## src/rtl/bf16_mul_arbiter_if.sv

```systemverilog
// Bundle between client engines, the shared BF16 multiplier and the result consumer.
// Operand slices are packed per requester so req_a[i] is bits [16i+15:16i].
interface bf16_mul_arbiter_if #(
   parameter int NUM_REQ = 4,
   parameter int ID_W    = 2
);
   logic [NUM_REQ-1:0]       req_valid;
   logic [NUM_REQ-1:0]       req_ready;
   logic [NUM_REQ-1:0][15:0] req_a;
   logic [NUM_REQ-1:0][15:0] req_b;
   logic [15:0]              mul_a;
   logic [15:0]              mul_b;
   logic [15:0]              mul_result;
   logic                     rsp_valid;
   logic                     rsp_ready;
   logic [15:0]              rsp_data;
   logic [ID_W-1:0]          rsp_id;
   logic                     busy;

   modport slave (
      input  req_valid, req_a, req_b, mul_result, rsp_ready,
      output req_ready, mul_a, mul_b, rsp_valid, rsp_data, rsp_id, busy
   );

   modport master (
      output req_valid, req_a, req_b, mul_result, rsp_ready,
      input  req_ready, mul_a, mul_b, rsp_valid, rsp_data, rsp_id, busy
   );
endinterface

```

## src/rtl/bf16_mul_arbiter.sv

```systemverilog
// Round-robin scheduler sharing one combinational BF16 multiplier among NUM_REQ clients.
// One operation in flight; operands are held MUL_LAT cycles before the product is sampled.
module bf16_mul_arbiter #(
   parameter int NUM_REQ = 4,
   parameter int ID_W    = 2,
   parameter int MUL_LAT = 2
) (
   input  logic                  i_clk,
   input  logic                  i_rst_n,
   bf16_mul_arbiter_if.slave     bus
);

   typedef enum logic [1:0] {IDLE, WAIT, RESP} state_t;

   state_t          r_state, w_state_nxt;
   logic [ID_W-1:0] r_ptr, w_ptr_nxt;
   logic [3:0]      r_cnt, w_cnt_nxt;
   logic [15:0]     r_mul_a, w_mul_a_nxt;
   logic [15:0]     r_mul_b, w_mul_b_nxt;
   logic [15:0]     r_rsp_data, w_rsp_data_nxt;
   logic [ID_W-1:0] r_rsp_id, w_rsp_id_nxt;

   logic [NUM_REQ-1:0] w_zero_a;
   logic [NUM_REQ-1:0] w_zero_b;
   logic [NUM_REQ-1:0] w_ready;
   logic [ID_W-1:0]    w_gnt;
   logic               w_any;
   logic [15:0]        w_gnt_a;
   logic [15:0]        w_gnt_b;

   // Per-requester zero detect (magnitude only; sign is carried separately)
   genvar gi;
   generate
      for (gi = 0; gi < NUM_REQ; gi++) begin : g_lane
         assign w_zero_a[gi] = ~|bus.req_a[gi][14:0];
         assign w_zero_b[gi] = ~|bus.req_b[gi][14:0];
      end
   endgenerate

   // Walk from farthest to nearest so the requester closest to ptr wins
   always_comb begin
      logic [ID_W:0] sum;
      w_gnt = '0;
      w_any = 1'b0;
      for (int k = NUM_REQ - 1; k >= 0; k--) begin
         sum = {1'b0, r_ptr} + (ID_W+1)'(k);
         if (sum >= (ID_W+1)'(NUM_REQ)) sum = sum - (ID_W+1)'(NUM_REQ);
         if (bus.req_valid[sum[ID_W-1:0]]) begin
            w_any = 1'b1;
            w_gnt = sum[ID_W-1:0];
         end
      end
   end

   assign w_gnt_a = bus.req_a[w_gnt];
   assign w_gnt_b = bus.req_b[w_gnt];

   always_comb begin
      w_ready = '0;
      if (i_rst_n && (r_state == IDLE) && w_any) w_ready[w_gnt] = 1'b1;
   end

   always_comb begin
      w_state_nxt    = r_state;
      w_ptr_nxt      = r_ptr;
      w_cnt_nxt      = r_cnt;
      w_mul_a_nxt    = r_mul_a;
      w_mul_b_nxt    = r_mul_b;
      w_rsp_data_nxt = r_rsp_data;
      w_rsp_id_nxt   = r_rsp_id;
      case (r_state)
         IDLE: begin
            if (w_any) begin
               w_mul_a_nxt  = w_gnt_a;
               w_mul_b_nxt  = w_gnt_b;
               w_rsp_id_nxt = w_gnt;
               w_ptr_nxt    = (w_gnt == ID_W'(NUM_REQ - 1)) ? '0 : w_gnt + ID_W'(1);
               if (w_zero_a[w_gnt] || w_zero_b[w_gnt]) begin
                  w_rsp_data_nxt = {w_gnt_a[15] ^ w_gnt_b[15], 15'b0};
                  w_state_nxt    = RESP;
               end else begin
                  w_cnt_nxt   = 4'(MUL_LAT);
                  w_state_nxt = WAIT;
               end
            end
         end
         WAIT: begin
            w_cnt_nxt = r_cnt - 4'd1;
            if (r_cnt == 4'd1) begin
               w_rsp_data_nxt = bus.mul_result;
               w_state_nxt    = RESP;
            end
         end
         RESP: begin
            if (bus.rsp_ready) w_state_nxt = IDLE;
         end
         default: w_state_nxt = IDLE;
      endcase
   end

   always_ff @(posedge i_clk) begin
      if (!i_rst_n) begin
         r_state    <= IDLE;
         r_ptr      <= '0;
         r_cnt      <= '0;
         r_mul_a    <= '0;
         r_mul_b    <= '0;
         r_rsp_data <= '0;
         r_rsp_id   <= '0;
      end else begin
         r_state    <= w_state_nxt;
         r_ptr      <= w_ptr_nxt;
         r_cnt      <= w_cnt_nxt;
         r_mul_a    <= w_mul_a_nxt;
         r_mul_b    <= w_mul_b_nxt;
         r_rsp_data <= w_rsp_data_nxt;
         r_rsp_id   <= w_rsp_id_nxt;
      end
   end

   assign bus.req_ready = w_ready;
   assign bus.mul_a     = r_mul_a;
   assign bus.mul_b     = r_mul_b;
   assign bus.rsp_valid = (r_state == RESP);
   assign bus.rsp_data  = r_rsp_data;
   assign bus.rsp_id    = r_rsp_id;
   assign bus.busy      = (r_state != IDLE);

endmodule

```

## src/flat_wrapper.sv

```systemverilog
// flat-port wrapper written by rule: the top's interface ports become plain ports
module bf16_mul_arbiter_flat 
#(
   parameter int NUM_REQ = 4,
   parameter int ID_W    = 2,
   parameter int MUL_LAT = 2
)
  (i_clk, i_rst_n, bus_req_valid, bus_req_a, bus_req_b, bus_mul_result, bus_rsp_ready, bus_req_ready, bus_mul_a, bus_mul_b, bus_rsp_valid, bus_rsp_data, bus_rsp_id, bus_busy);
  bf16_mul_arbiter_if #(.NUM_REQ(NUM_REQ), .ID_W(ID_W)) bus_i ();
  input  logic i_clk;
  input  logic i_rst_n;
  input wire logic [$bits(bus_i.req_valid)-1:0] bus_req_valid;
  input wire logic [$bits(bus_i.req_a)-1:0] bus_req_a;
  input wire logic [$bits(bus_i.req_b)-1:0] bus_req_b;
  input wire logic [$bits(bus_i.mul_result)-1:0] bus_mul_result;
  input wire logic [$bits(bus_i.rsp_ready)-1:0] bus_rsp_ready;
  output wire logic [$bits(bus_i.req_ready)-1:0] bus_req_ready;
  output wire logic [$bits(bus_i.mul_a)-1:0] bus_mul_a;
  output wire logic [$bits(bus_i.mul_b)-1:0] bus_mul_b;
  output wire logic [$bits(bus_i.rsp_valid)-1:0] bus_rsp_valid;
  output wire logic [$bits(bus_i.rsp_data)-1:0] bus_rsp_data;
  output wire logic [$bits(bus_i.rsp_id)-1:0] bus_rsp_id;
  output wire logic [$bits(bus_i.busy)-1:0] bus_busy;
  assign bus_i.req_valid = bus_req_valid;
  assign bus_i.req_a = bus_req_a;
  assign bus_i.req_b = bus_req_b;
  assign bus_i.mul_result = bus_mul_result;
  assign bus_i.rsp_ready = bus_rsp_ready;
  assign bus_req_ready = bus_i.req_ready;
  assign bus_mul_a = bus_i.mul_a;
  assign bus_mul_b = bus_i.mul_b;
  assign bus_rsp_valid = bus_i.rsp_valid;
  assign bus_rsp_data = bus_i.rsp_data;
  assign bus_rsp_id = bus_i.rsp_id;
  assign bus_busy = bus_i.busy;
  bf16_mul_arbiter #(.NUM_REQ(NUM_REQ), .ID_W(ID_W), .MUL_LAT(MUL_LAT)) u_core (.i_clk(i_clk), .i_rst_n(i_rst_n), .bus(bus_i));
endmodule
```

## config.mk

```make
export PLATFORM = sky130hd
export DESIGN_NAME = bf16_mul_arbiter_flat
export DESIGN_NICKNAME = d
export VERILOG_FILES = /design/src/rtl/bf16_mul_arbiter_if.sv /design/src/rtl/bf16_mul_arbiter.sv /design/src/flat_wrapper.sv
export SDC_FILE = /design/constraint.sdc
export NUM_CORES = 1
export LEC_CHECK = 0
export CAP_MARGIN = 20
export CELL_PAD_IN_SITES_DETAIL_PLACEMENT = 1
export CELL_PAD_IN_SITES_GLOBAL_PLACEMENT = 2
export CORE_UTILIZATION = 21
export DETAILED_ROUTE_END_ITERATION = 12
export GPL_TIMING_DRIVEN = 0
export PLACE_DENSITY_LB_ADDON = 0.1
export SYNTH_ARGS = -nofsm -noshare
export SYNTH_HDL_FRONTEND = slang
export SYNTH_SLANG_ARGS = --single-unit
```

## constraint.sdc

```tcl
create_clock -name i_clk -period 3.97 [get_ports i_clk]
set_input_delay 0.9925 -clock i_clk [delete_from_list [all_inputs] [get_ports i_clk]]
set_output_delay 0.9925 -clock i_clk [all_outputs]
set_load 0.05 [all_outputs]
```

# After elaboration in Yosys (flattened, before gate mapping)
# Index checks and enable logic that the tools add are counted.
# W data, S select, Z words.
# word_totals
ff_bits,58
wordCells,107
output_inout_bits,56
# classes
addsub,9
eq_ne,9
bitwise_logic,1
muxes,44
reduce_logical,27
order_cmp,10
# op_table
cell,n
$reduce_or A15 Y1,8
$mux W16,5
$bmux W16 S2,2
$pmux W16 S2,1
$mux W2,13
$lt A2 B3 Y1 const B,5
$bmux W1 S2,6
$mux W4,3
$mux W1,11
$ge A3 B3 Y1 const B,3
$logic_not A1 Y1,8
$pmux W4 S2,1
$sub A2 B1 Y2 const B,4
$add A2 B2 Y3 const B,2
$ne A2 B2 Y1 const B,3
$pmux W2 S3,1
$reduce_and A3 Y1,2
$eq A2 B2 Y1 const B,2
$eq A4 B1 Y1 const B,1
$ne A2 B1 Y1 const B,2
$reduce_and A4 Y1,1
$reduce_bool A2 Y1,2
$sub A4 B1 Y4 const B,1
$add A2 B1 Y3 const B,1
10 further kinds,12

# Logic depth before layout (Yosys ltp)
# logic_depth
word_depth,15
depth_mapped,10
mapped_depth_nobuf,8

# Worst setup path before layout
# OpenSTA, ideal clock, no wires.
# synth_path
kind,input -> output
start,in bus_req_valid[1]
end,out bus_req_ready[2]
required_time_ns,2.978
t_arrival_ns,2.710
path_buffers,3
setup_slack_ns,0.267
stages,7
path_cell_list,or3b_2 > buf_2 > nand2_8 > buf_4 > buf_4 > ha_1 > and3_1
# synth_via
elab_chain_cells,11
# synth_lines
element,line,text
start: declaration,flat_wrapper.sv:12,input wire logic [$bits(bus_i.req_valid)-1:0] bus_req_valid;
$bmux W1 S2,bf16_mul_arbiter.sv:48,if (bus.req_valid[sum[ID_W-1:0]]) begin
$mux W1 (implied by the code),bf16_mul_arbiter.sv:48,
$mux W2 (4 in a row),bf16_mul_arbiter.sv:48,
$lt A2 B3 Y1 (implied by the code) or $ge A2 B1 Y1 (tied branches),bf16_mul_arbiter.sv:60,if (i_rst_n && (r_state == IDLE) && w_any) w_ready[w_gnt] = 1'b1;
$logic_and A1 B1 Y1 (implied by the code),bf16_mul_arbiter.sv:60,
$mux W1 (implied by the code),bf16_mul_arbiter.sv:60,
$demux W1 S2,n/a,
$mux W4 (*),bf16_mul_arbiter.sv:60,
end: declaration,flat_wrapper.sv:17,output wire logic [$bits(bus_i.req_ready)-1:0] bus_req_ready;
# Mark *: on every way between the ends. The rest lies on a longest branch, timed or not. The select of a mux whose other input is x is not followed.

# Worst setup path after layout
# Same ends and word-level chain as after synthesis.

==> flow_metrics.tcl <==
set metrics [dict create \
    status "finished clean" \
    worstPathMaxFanout 11 \
    crit_required_ns 2.98 \
    synth_top_family_by_area "simple AND/OR/NAND/NOR gates" \
    synth_edf_count 0 \
    cts_max_level 3 \
    fp.dieW_um 136 \
    yosysTopAreaCell "dfxtp_1" \
    synthCells 463 \
    nets 834 \
    setup-tns-final_ns 0 \
    viasPerCell 5.03 \
    vdd_drop_max_mv 0.316 \
    async_reset_ff_frac 0 \
    drv_slew 0 \
    min_period_ns 3.84 \
    syn_nets 620 \
    synth_area_per_cell_sq_um 8.16 \
    grt_antenna_before_repair 0 \
    cp-start-kind "input port" \
    max_freq_ghz 0.260 \
    cts_num_sinks 58 \
    fillers 2042 \
    grt_setup_unrepaired "no" \
    final_cell_mix "clkdlybuf4s50_1 (198), nand2_1 (72), dfxtp_1 (58), mux2i_1 (50), nand3_1 (34)" \
    routed_wirelength_mm 19.0 \
    final_cells 907 \
    cts_tree "done" \
    synth-simple-area-share 0.245 \
    final_common_cell "clkdlybuf4s50_1" \
    synth_mux_area_frac 0.138 \
    numCtsBuffers 9 \
    grt_pass1_wl_mm 28.1 \
    timing.final.crit_share 0.967 \
    cts_hold_buffers 0 \
    grt_max_degree 21 \
    overflow 0 \
    tightestPinTransition_ns 0.895 \
    ys.flop_type "dfxtp_1" \
    synth-compound-area-share 0.228 \
    finClkSkew_ns 0.00833 \
    insertion_delay_ns 0.34 \
    wire_per_inst_um 21.0 \
    p_leak_nw 2.48 \
    yosys.cell_types.count 46 \
    syn2layout_area_growth_pct 71.0 \
    hpwl_mm 15.4 \
    hp-class "reg -> reg" \
    synth_warnings 0 \
    drc 0 \
    final-hold-violation-count 0 \
    ios 207 \
    synthAdderAreaFrac 0.0199 \
    place_congestion 0.814 \
    io_buffers 205 \
    power.density_mw_per_mm2 745 \
    core_sq_mm 0.0174 \
    num_vias 4560 \
    setup-violations-final 0 \
    grt_usage 0.207 \
    total_power_w 0.00481 \
    critPathArrivalTime_ns 2.85 \
    seq_area_frac_synth 0.307 \
    synthDominantCellAreaShare 0.307 \
    num_rows 48 \
    drive_gt1_frac 0.0704 \
    ant_nets 0 \
    clkSlewWorstSetupHoldPaths_ns 0.05 \
    synth.area.top_cells "dfxtp_1 (31%), mux2i_1 (14%), nand2_1 (7.2%), nand3_1 (4.5%), nor4_1 (4.1%)" \
    synth_xor_area_frac 0.00927 \
    max_slew_margin 0.402 \
    initial_core_util 0.217 \
    diodes 0 \
    clockBufferDepth 2 \
    synth.ff_latch_count 58 \
    max_cap_viol_count 0 \
    dp_cells 893 \
    synth_area_sq_mm 0.00378 \
    first_global_vias 4958 \
    drt-pass1-iter-count 4 \
    drtIter0Drc 179 \
    cts_root_buffer "clkbuf_16" \
    crit_type "in -> out" \
    die_h_um 136 \
    cp-end-kind "output port" \
    die_area_sq_mm 0.0185 \
]
-- where the power goes --
group	switching, W	internal (W)
logic	0.00185	0.00112
clock network	0.000289	0.000584
registers	0.000162	0.000805
-- metal layers --
metal  wire length (um)  track usage  share of wire  up-vias
li1                   -            -              -     2196
met1               8180        0.245           0.43     2202
met2               9340        0.365           0.49      145
met3               1250       0.0507          0.066       17
met4                262       0.0642          0.014        0
met5                  0            0              0        -
-- worst max-delay path, cell delays in order --
cell	delay, ns
dlygate4sd2_1	0.33
a21boi_2	0.25
o22a_1	0.17
buf_6	0.15
nand2_8	0.09
buf_8	0.17
buf_12	0.16
ha_1	0.18
and3_1	0.18
buf_6	0.15
-- final timing paths --
path	start	endpoint	slack, ns	cells past startpoint
max reg2reg	u_core.r_ptr[1]$_SDFFE_PN0P_	u_core.bus.mul_b[0]$_SDFFE_PN0P_	1.37	8
min	u_core.bus.mul_a[6]$_SDFFE_PN0P_	u_core.bus.mul_a[6]$_SDFFE_PN0P_	0.46	2
max	bus_req_valid[1]	bus_req_ready[2]	0.13	10
min reg2reg	u_core.bus.mul_a[6]$_SDFFE_PN0P_	u_core.bus.mul_a[6]$_SDFFE_PN0P_	0.46	2
-- cell type report --
| cell class | instances | area, sq um | share of cell area |
|---|---|---|---|
| multi-input cells | 363 | 2430 | 0.376 |
| inverters | 8 | 30.0 | 0.00465 |
| repair buffers | 206 | 2050 | 0.317 |
| clock inverters | 4 | 73.8 | 0.0114 |
| plain buffers | 31 | 180 | 0.0279 |
| clock buffers | 12 | 256 | 0.0397 |
| flip-flops and latches | 58 | 1160 | 0.180 |
| well taps | 225 | 282 | 0.0436 |
-- stage by stage --
step	instance area, sq um	util	setup slack, ns	hold slack, ns
floorplan	3780	-	0.267	0.463
global placement	6110	0.351	-1.10	0.443
detailed placement	6110	0.351	-1.16	0.450
CTS	6450	0.370	0.120	0.460
global route	6460	0.371	0.0247	0.471
finish	6460	0.371	0.130	0.456
-- synth_stat cells (all sizes together), types with 13 or more instances --
library cell,count
a21oi,23
mux2i,51
and3,19
o22ai,19
dfxtp,58
a2bb2oi,17
nand2,73
o21ai,19
clkbuf,21
buf,13
nand3,34
a311o,15
nor4,25
-- registers in the layout, indices dropped and copies added (netlist names) --
signal,count
u_core.r_ptr,2
u_core.r_state,2
u_core.bus.mul_a,16
u_core.r_cnt,4
u_core.bus.rsp_data,16
u_core.bus.rsp_id,2
u_core.bus.mul_b,16
-- kinds of logic after synthesis --
group,Yosys count
adder cells (fa/ha/maj),6
AO/OA/AOI/OAI,116
AND/OR/NAND/NOR,185
multiplexers,52
flip-flops,58
buffers and inverters,42
XOR/XNOR,4
-- what timing repair did --
item | CTS | global route
setup buffers | 1 | 0
setup endpoints to repair | 4 | 1
resized for setup | 35 | 2
(Power assumes the default switching activity.)
==> variant 1, RTL diff (same settings) <==
Re-encode `state_t` (3 states) as one-hot, 3 bits wide.
--- a/src/rtl/bf16_mul_arbiter.sv
+++ b/src/rtl/bf16_mul_arbiter.sv
@@ -10,7 +10,7 @@
    bf16_mul_arbiter_if.slave     bus
 );
 
-   typedef enum logic [1:0] {IDLE, WAIT, RESP} state_t;
+   typedef enum logic [2:0] {IDLE = 3'b001, WAIT = 3'b010, RESP = 3'b100} state_t;
 
    state_t          r_state, w_state_nxt;
    logic [ID_W-1:0] r_ptr, w_ptr_nxt;
Behaviour: no difference found for any inputs over 10 cycles, from zero or initial values and one cycle with i_rst_n low; not proved beyond that.
==> variant 1 against the original RTL <==
  * Sequential cell count grew 1
  * Hold slack lost 0.0055 ns
  * Non-clock buffer count grew 11
  * Worst setup slack gained 0.072 ns
  * Design area grew 0.77%
  * Wire length shrank 5.0%
  * Via count grew 5.6%
  * Total power grew 0.88%
  * Synthesized area grew 1.2%
  * Core utilization is essentially flat
  * First-iteration DRC count shrank 22%
  * Maximum frequency grew 1.9%
  * Combinational power grew 5%
  * Largest cell class unchanged
  * Highest routed layer unchanged
==> variant 1: results (changes against the original RTL) <==
| Metric | Value |
|---|---|
| Status | finished clean |
| Synth Warn # | 0 (unchanged) |
| Async S/R FF share, synth | 0% (unchanged) |
| Max_slew headroom | 61.8% (+22 points) |
| Post-Synth Adder-Cell Area | 1.96% (-0.023 points) |
| Routed Wire Length | 18100 um (-5.0%) |
| Maximum clock path buffer count | 2 (unchanged) |
| Net count, final | 928 (+11%) |
| LEAKAGE | 0.00248 uW (-0.29%) |
| Wire per inst | 18.0 um (-14%) |
| Xor-xnor portion of the synthesized cell area | 0.458% (-0.47 points) |
| Met3 routed wirelength | 1090 um (-13%) |
| Pin count of the biggest net entering global routing | 20 (-4.8%) |
| Num CTS Buffers | 9 (unchanged) |
| Arrival time worst endpoint | 2.78 ns (-0.07 ns) |
| Clk root buf | clkbuf_16 |
| Most frequent cells after synthesis | nand2_1, nand3_1, dfxtp_1 |
| Syn nets | 711 (+15%) |
| Worst min-delay path class | reg -> reg |
| GRT Overall Usage | 19.5% (-1.3 points) |
| Final Skew | 0.00625 ns (-0.00208 ns) |
| Synth top area cells | dfxtp_1, nand2_1, nand3_1, a21boi_1, nor4_1 |
| Vias in the first global route | 5122 (+3.3%) |
| Drt pass-1 iters | 4 (unchanged) |
| Crit path max fanout | 14 (+3) |
| Sequential area share after synthesis | 30.9% (+0.16 points) |
| Post-synthesis cell count | 554 (+20%) |
| Hpwl dp | 14700 um (-4.2%) |
| Layout cells sized above 1 | 6.31% (-0.72 points) |
| First-pass GRT wire length | 27200 um (-3.3%) |
| Reg clk slew, reported paths | 0.05 ns (about the same) |
| Net Sw Frac | 51.2% (+3.3 points) |
| CP peak stage delay | 0.37 ns (+0.04 ns) |
| Peak VDD IR | 0.000342 V (+8.3%) |
| Max H-tree Level | 3 (unchanged) |
| GPL Wtd Cong | 0.839 (+3.1%) |
| Drt first-iter violations | 140 (-22%) |
| Antenna violations before repair | 1 (+1) |
| DR top layer | met4 |
| Area post-placement | 6160 um^2 (+0.74%) |
| Clk_lat worst skew | 0.34 ns (about the same) |
| Dpl cells | 984 (+10%) |
| Port Buffers | 205 (unchanged) |
| Met1 wire length | 8010 um (-2.1%) |
| Netlist cell types | 44 (-4.3%) |
| Drt via density | 4.81 (-4.4%) |
| WL met2 | 8790 um (-5.9%) |
| Mux share of post-synthesis cell area | 1.90% (-12 points) |
| Compound-cell area share of the yosys netlist | 16.1% (-6.7 points) |
| Slowest CP cell | or3_1 |
==> variant 1: what timing repair did <==
item	CTS	global route
setup buffers	5	0
endpoints found under the hold margin	0	0
resized for setup	42	3
pin swaps	1	0
setup endpoints to repair	4	4
==> variant 1: layer usage <==
layer	track usage, %	vias to the layer above
met5	0	-
met4	4.76	0
met3	4.67	12
met2	34.0	140
met1	23.9	2273
li1	-	2390
==> variant 1: cell type report <==
| cell class | instances | area [um^2] |
|---|---|---|
| plain buffers | 38 | 188 |
| well taps | 225 | 282 |
| clock buffers | 11 | 243 |
| repair buffers | 210 | 2090 |
| inverters | 6 | 38.8 |
| fillers | 2142 | 11000 |
| flip-flops and latches | 59 | 1180 |
| multi-input cells | 447 | 2440 |
| clock inverters | 5 | 52.6 |
| diodes | 1 | 2.50 |
==> variant 1: worst paths after layout <==
check,startpoint,to,slack [ns],cells after the start
hold / removal,u_core.bus.mul_b[7],u_core.bus.mul_b[7],0.45,2
setup / recovery,bus_req_valid[0],bus_req_ready[0],0.20,9
setup reg to reg,u_core.r_ptr[1],u_core.bus.rsp_data[1],1.58,9
hold reg to reg,u_core.bus.mul_b[7],u_core.bus.mul_b[7],0.45,2
==> variant 1: kinds of logic after synthesis <==
| kind of cell | Yosys count |
|---|---|
| and+or+nand+nor | 344 |
| AOI/OAI and AO/OA | 88 |
| DFF | 59 |
| buffers and inverters | 48 |
| muxes | 7 |
| adders and majority gates | 6 |
| xor gates and xnor gates | 2 |
==> variant 1: critical path, delay by kind of cell <==
family,cells,cell delay (ns)
buffers and inverters,4,0.88
AND/OR/NAND/NOR,3,0.59
adder cells (fa/ha/maj),1,0.17
multiplexers,1,0.14
==> variant 1: through the flow <==
| step | worst slack [ns] | total power, uW |
|---|---|---|
| 2_1_floorplan | 0.243 | 2920 |
| 3_3_place_gp | -1.11 | 4010 |
| 3_5_place_dp | -1.18 | 4060 |
| 4_1_cts | 0.00102 | 4930 |
| 5_1_grt | 0.0714 | 5210 |
| 6_report | 0.202 | 4850 |
==> variant 1: power by group through the flow <==
stage | registers (uW) | logic (uW) | clock network, uW
global route | 973 | 3390 | 846
global placement | 948 | 3060 | 0
CTS | 947 | 3170 | 818
floorplan | 1560 | 1360 | 0
finish | 942 | 3120 | 793
detailed placement | 954 | 3110 | 0
==> variant 2, RTL diff (same flow settings) <==
Made on the original files. `NUM_REQ` is set to 4 in 3 places; all go to 3.
--- a/src/rtl/bf16_mul_arbiter_if.sv
+++ b/src/rtl/bf16_mul_arbiter_if.sv
@@ -1,7 +1,7 @@
 // Bundle between client engines, the shared BF16 multiplier and the result consumer.
 // Operand slices are packed per requester so req_a[i] is bits [16i+15:16i].
 interface bf16_mul_arbiter_if #(
-   parameter int NUM_REQ = 4,
+   parameter int NUM_REQ = 3,
    parameter int ID_W    = 2
 );
    logic [NUM_REQ-1:0]       req_valid;
--- a/src/rtl/bf16_mul_arbiter.sv
+++ b/src/rtl/bf16_mul_arbiter.sv
@@ -1,7 +1,7 @@
 // Round-robin scheduler sharing one combinational BF16 multiplier among NUM_REQ clients.
 // One operation in flight; operands are held MUL_LAT cycles before the product is sampled.
 module bf16_mul_arbiter #(
-   parameter int NUM_REQ = 4,
+   parameter int NUM_REQ = 3,
    parameter int ID_W    = 2,
    parameter int MUL_LAT = 2
 ) (
--- a/src/flat_wrapper.sv
+++ b/src/flat_wrapper.sv
@@ -1,7 +1,7 @@
 // flat-port wrapper written by rule: the top's interface ports become plain ports
 module bf16_mul_arbiter_flat 
 #(
-   parameter int NUM_REQ = 4,
+   parameter int NUM_REQ = 3,
    parameter int ID_W    = 2,
    parameter int MUL_LAT = 2
 )
Interface: changed (resized bus_req_a, bus_req_b, bus_req_ready and bus_req_valid); port bits go from 207 to 173. No check against the original RTL was run, so the function may have changed too.
==> variant 2 against the original RTL <==
  * Wire length decreased by 17%
  * Total power increased by 4.5%
  * Synthesized area is 8.5% lower
  * Sequential power fell by 5.2%
  * Global-route usage decreased by 1.4 points
  * Largest power group unchanged
  * Sequential cell count unchanged
  * Design area fell by 11%
  * Worst setup slack better by 0.0054 ns
  * Highest routed layer unchanged
==> variant 2: results (changes against the original RTL) <==
| Metric | Value |
|---|---|
| Status | finished clean |
| Clock-net power | 831 uW (-4.8%) |
| Slowest CP cell | or3_4 |
| RR Endpoint | u_core.bus.rsp_data[1] |
| Wire per inst | 18.3 um (-13%) |
| Post-synthesis cell count | 459 (-0.86%) |
| Met1 wire length | 6900 um (-16%) |
| Xor-xnor portion of the synthesized cell area | 0.253% (-0.67 points) |
| Max_slew headroom | 61.5% (+21 points) |
| Peak VDD IR | 0.000286 V (-9.6%) |
| Net Sw Frac | 51.1% (+3.2 points) |
| Tmin final | 3.83 ns (-0.00544 ns) |
| Mux share of post-synthesis cell area | 2.03% (-12 points) |
| Area post-placement | 5450 um^2 (-11%) |
| Hold WS | 0.480 ns (+0.0239 ns) |
| Pin count of the biggest net entering global routing | 20 (-4.8%) |
| Crit path max fanout | 10 (-1) |
| Max H-tree Level | 3 (unchanged) |
| Synth top area cells | dfxtp_1, nand2_1, a221oi_1, nor3b_1, nor2_1 |
| Hold Path End | u_core.bus.rsp_data[0] |
| Met3 Use GR | 5.78% (+0.71 points) |
| Vias in the first global route | 4446 (-10%) |
| GRT Overall Usage | 19.3% (-1.4 points) |
| Worst min-delay path class | reg -> reg |
| Netlist cell types | 48 (+4.3%) |
| Compound-cell area share of the yosys netlist | 19.7% (-3.1 points) |
| M1 GR Usage | 22.6% (-1.9 points) |
| Clock network power share | 16.5% (-1.6 points) |
| Arrival time worst endpoint | 2.84 ns (about the same) |
| Critical Path End | bus_req_ready[0] |
| GRT met2 Usage | 33.3% (-3.2 points) |
| Syn nets | 582 (-6.1%) |
| Sequential area share after synthesis | 33.6% (+2.8 points) |
| Met3 routed wirelength | 927 um (-26%) |
| Layout Cells excl Fill | 861 (-5.1%) |
| WL met2 | 7680 um (-18%) |
| Layout cells sized above 1 | 5.43% (-1.6 points) |
| Most frequent cells after synthesis | nand2_1, dfxtp_1, nor2_1 |
| Seq. pwr | 917 uW (-5.2%) |
| # Post-CTS Setup Buffers | 0 (-1) |
| Hold_sp | u_core.bus.rsp_data[0] |
| # resized after CTS | 33 (-5.7%) |
| Reg2reg start | u_core.r_ptr[0] |
| Post-Synth Adder-Cell Area | 1.81% (-0.18 points) |
| Hpwl dp | 12900 um (-16%) |
| CP peak stage delay | 0.39 ns (+0.06 ns) |
| Place WS | -1.31 ns (-0.153 ns) |
| Final Skew | 0.00807 ns (-0.000262 ns) |
## variant 2: cell types whose count changed in the layout (fill, tap and decap cells not counted), sizes merged, moves of 16 or more
cell / delta
and3: -17
clkdlybuf4s50: -32
nand2: +35
a21boi: +16
a2bb2oi: -17
o22ai: -18
a21oi: -20
nor2: +32
a221oi: +30
nor3b: +30
nand3: -33
mux2i: -44
## variant 2: through the flow
step	TNS, ns	utilization (%)
2_1_floorplan	-0.610	-
3_3_place_gp	-3.86	34.1
5_1_grt	0	36.1
4_1_cts	0	36.0
6_report	0	36.1
3_5_place_dp	-3.89	34.1
## variant 2: area by class of cell
class | instances | area [um^2]
Clock buffer | 12 | 267
Sequential cell | 58 | 1160
Inverter | 7 | 26.3
Fill cell | 1934 | 10200
Buffer | 37 | 161
Clock inverter | 4 | 48.8
Multi-Input combinational cell | 355 | 2130
Timing Repair Buffer | 172 | 1710
Tap cell | 216 | 270
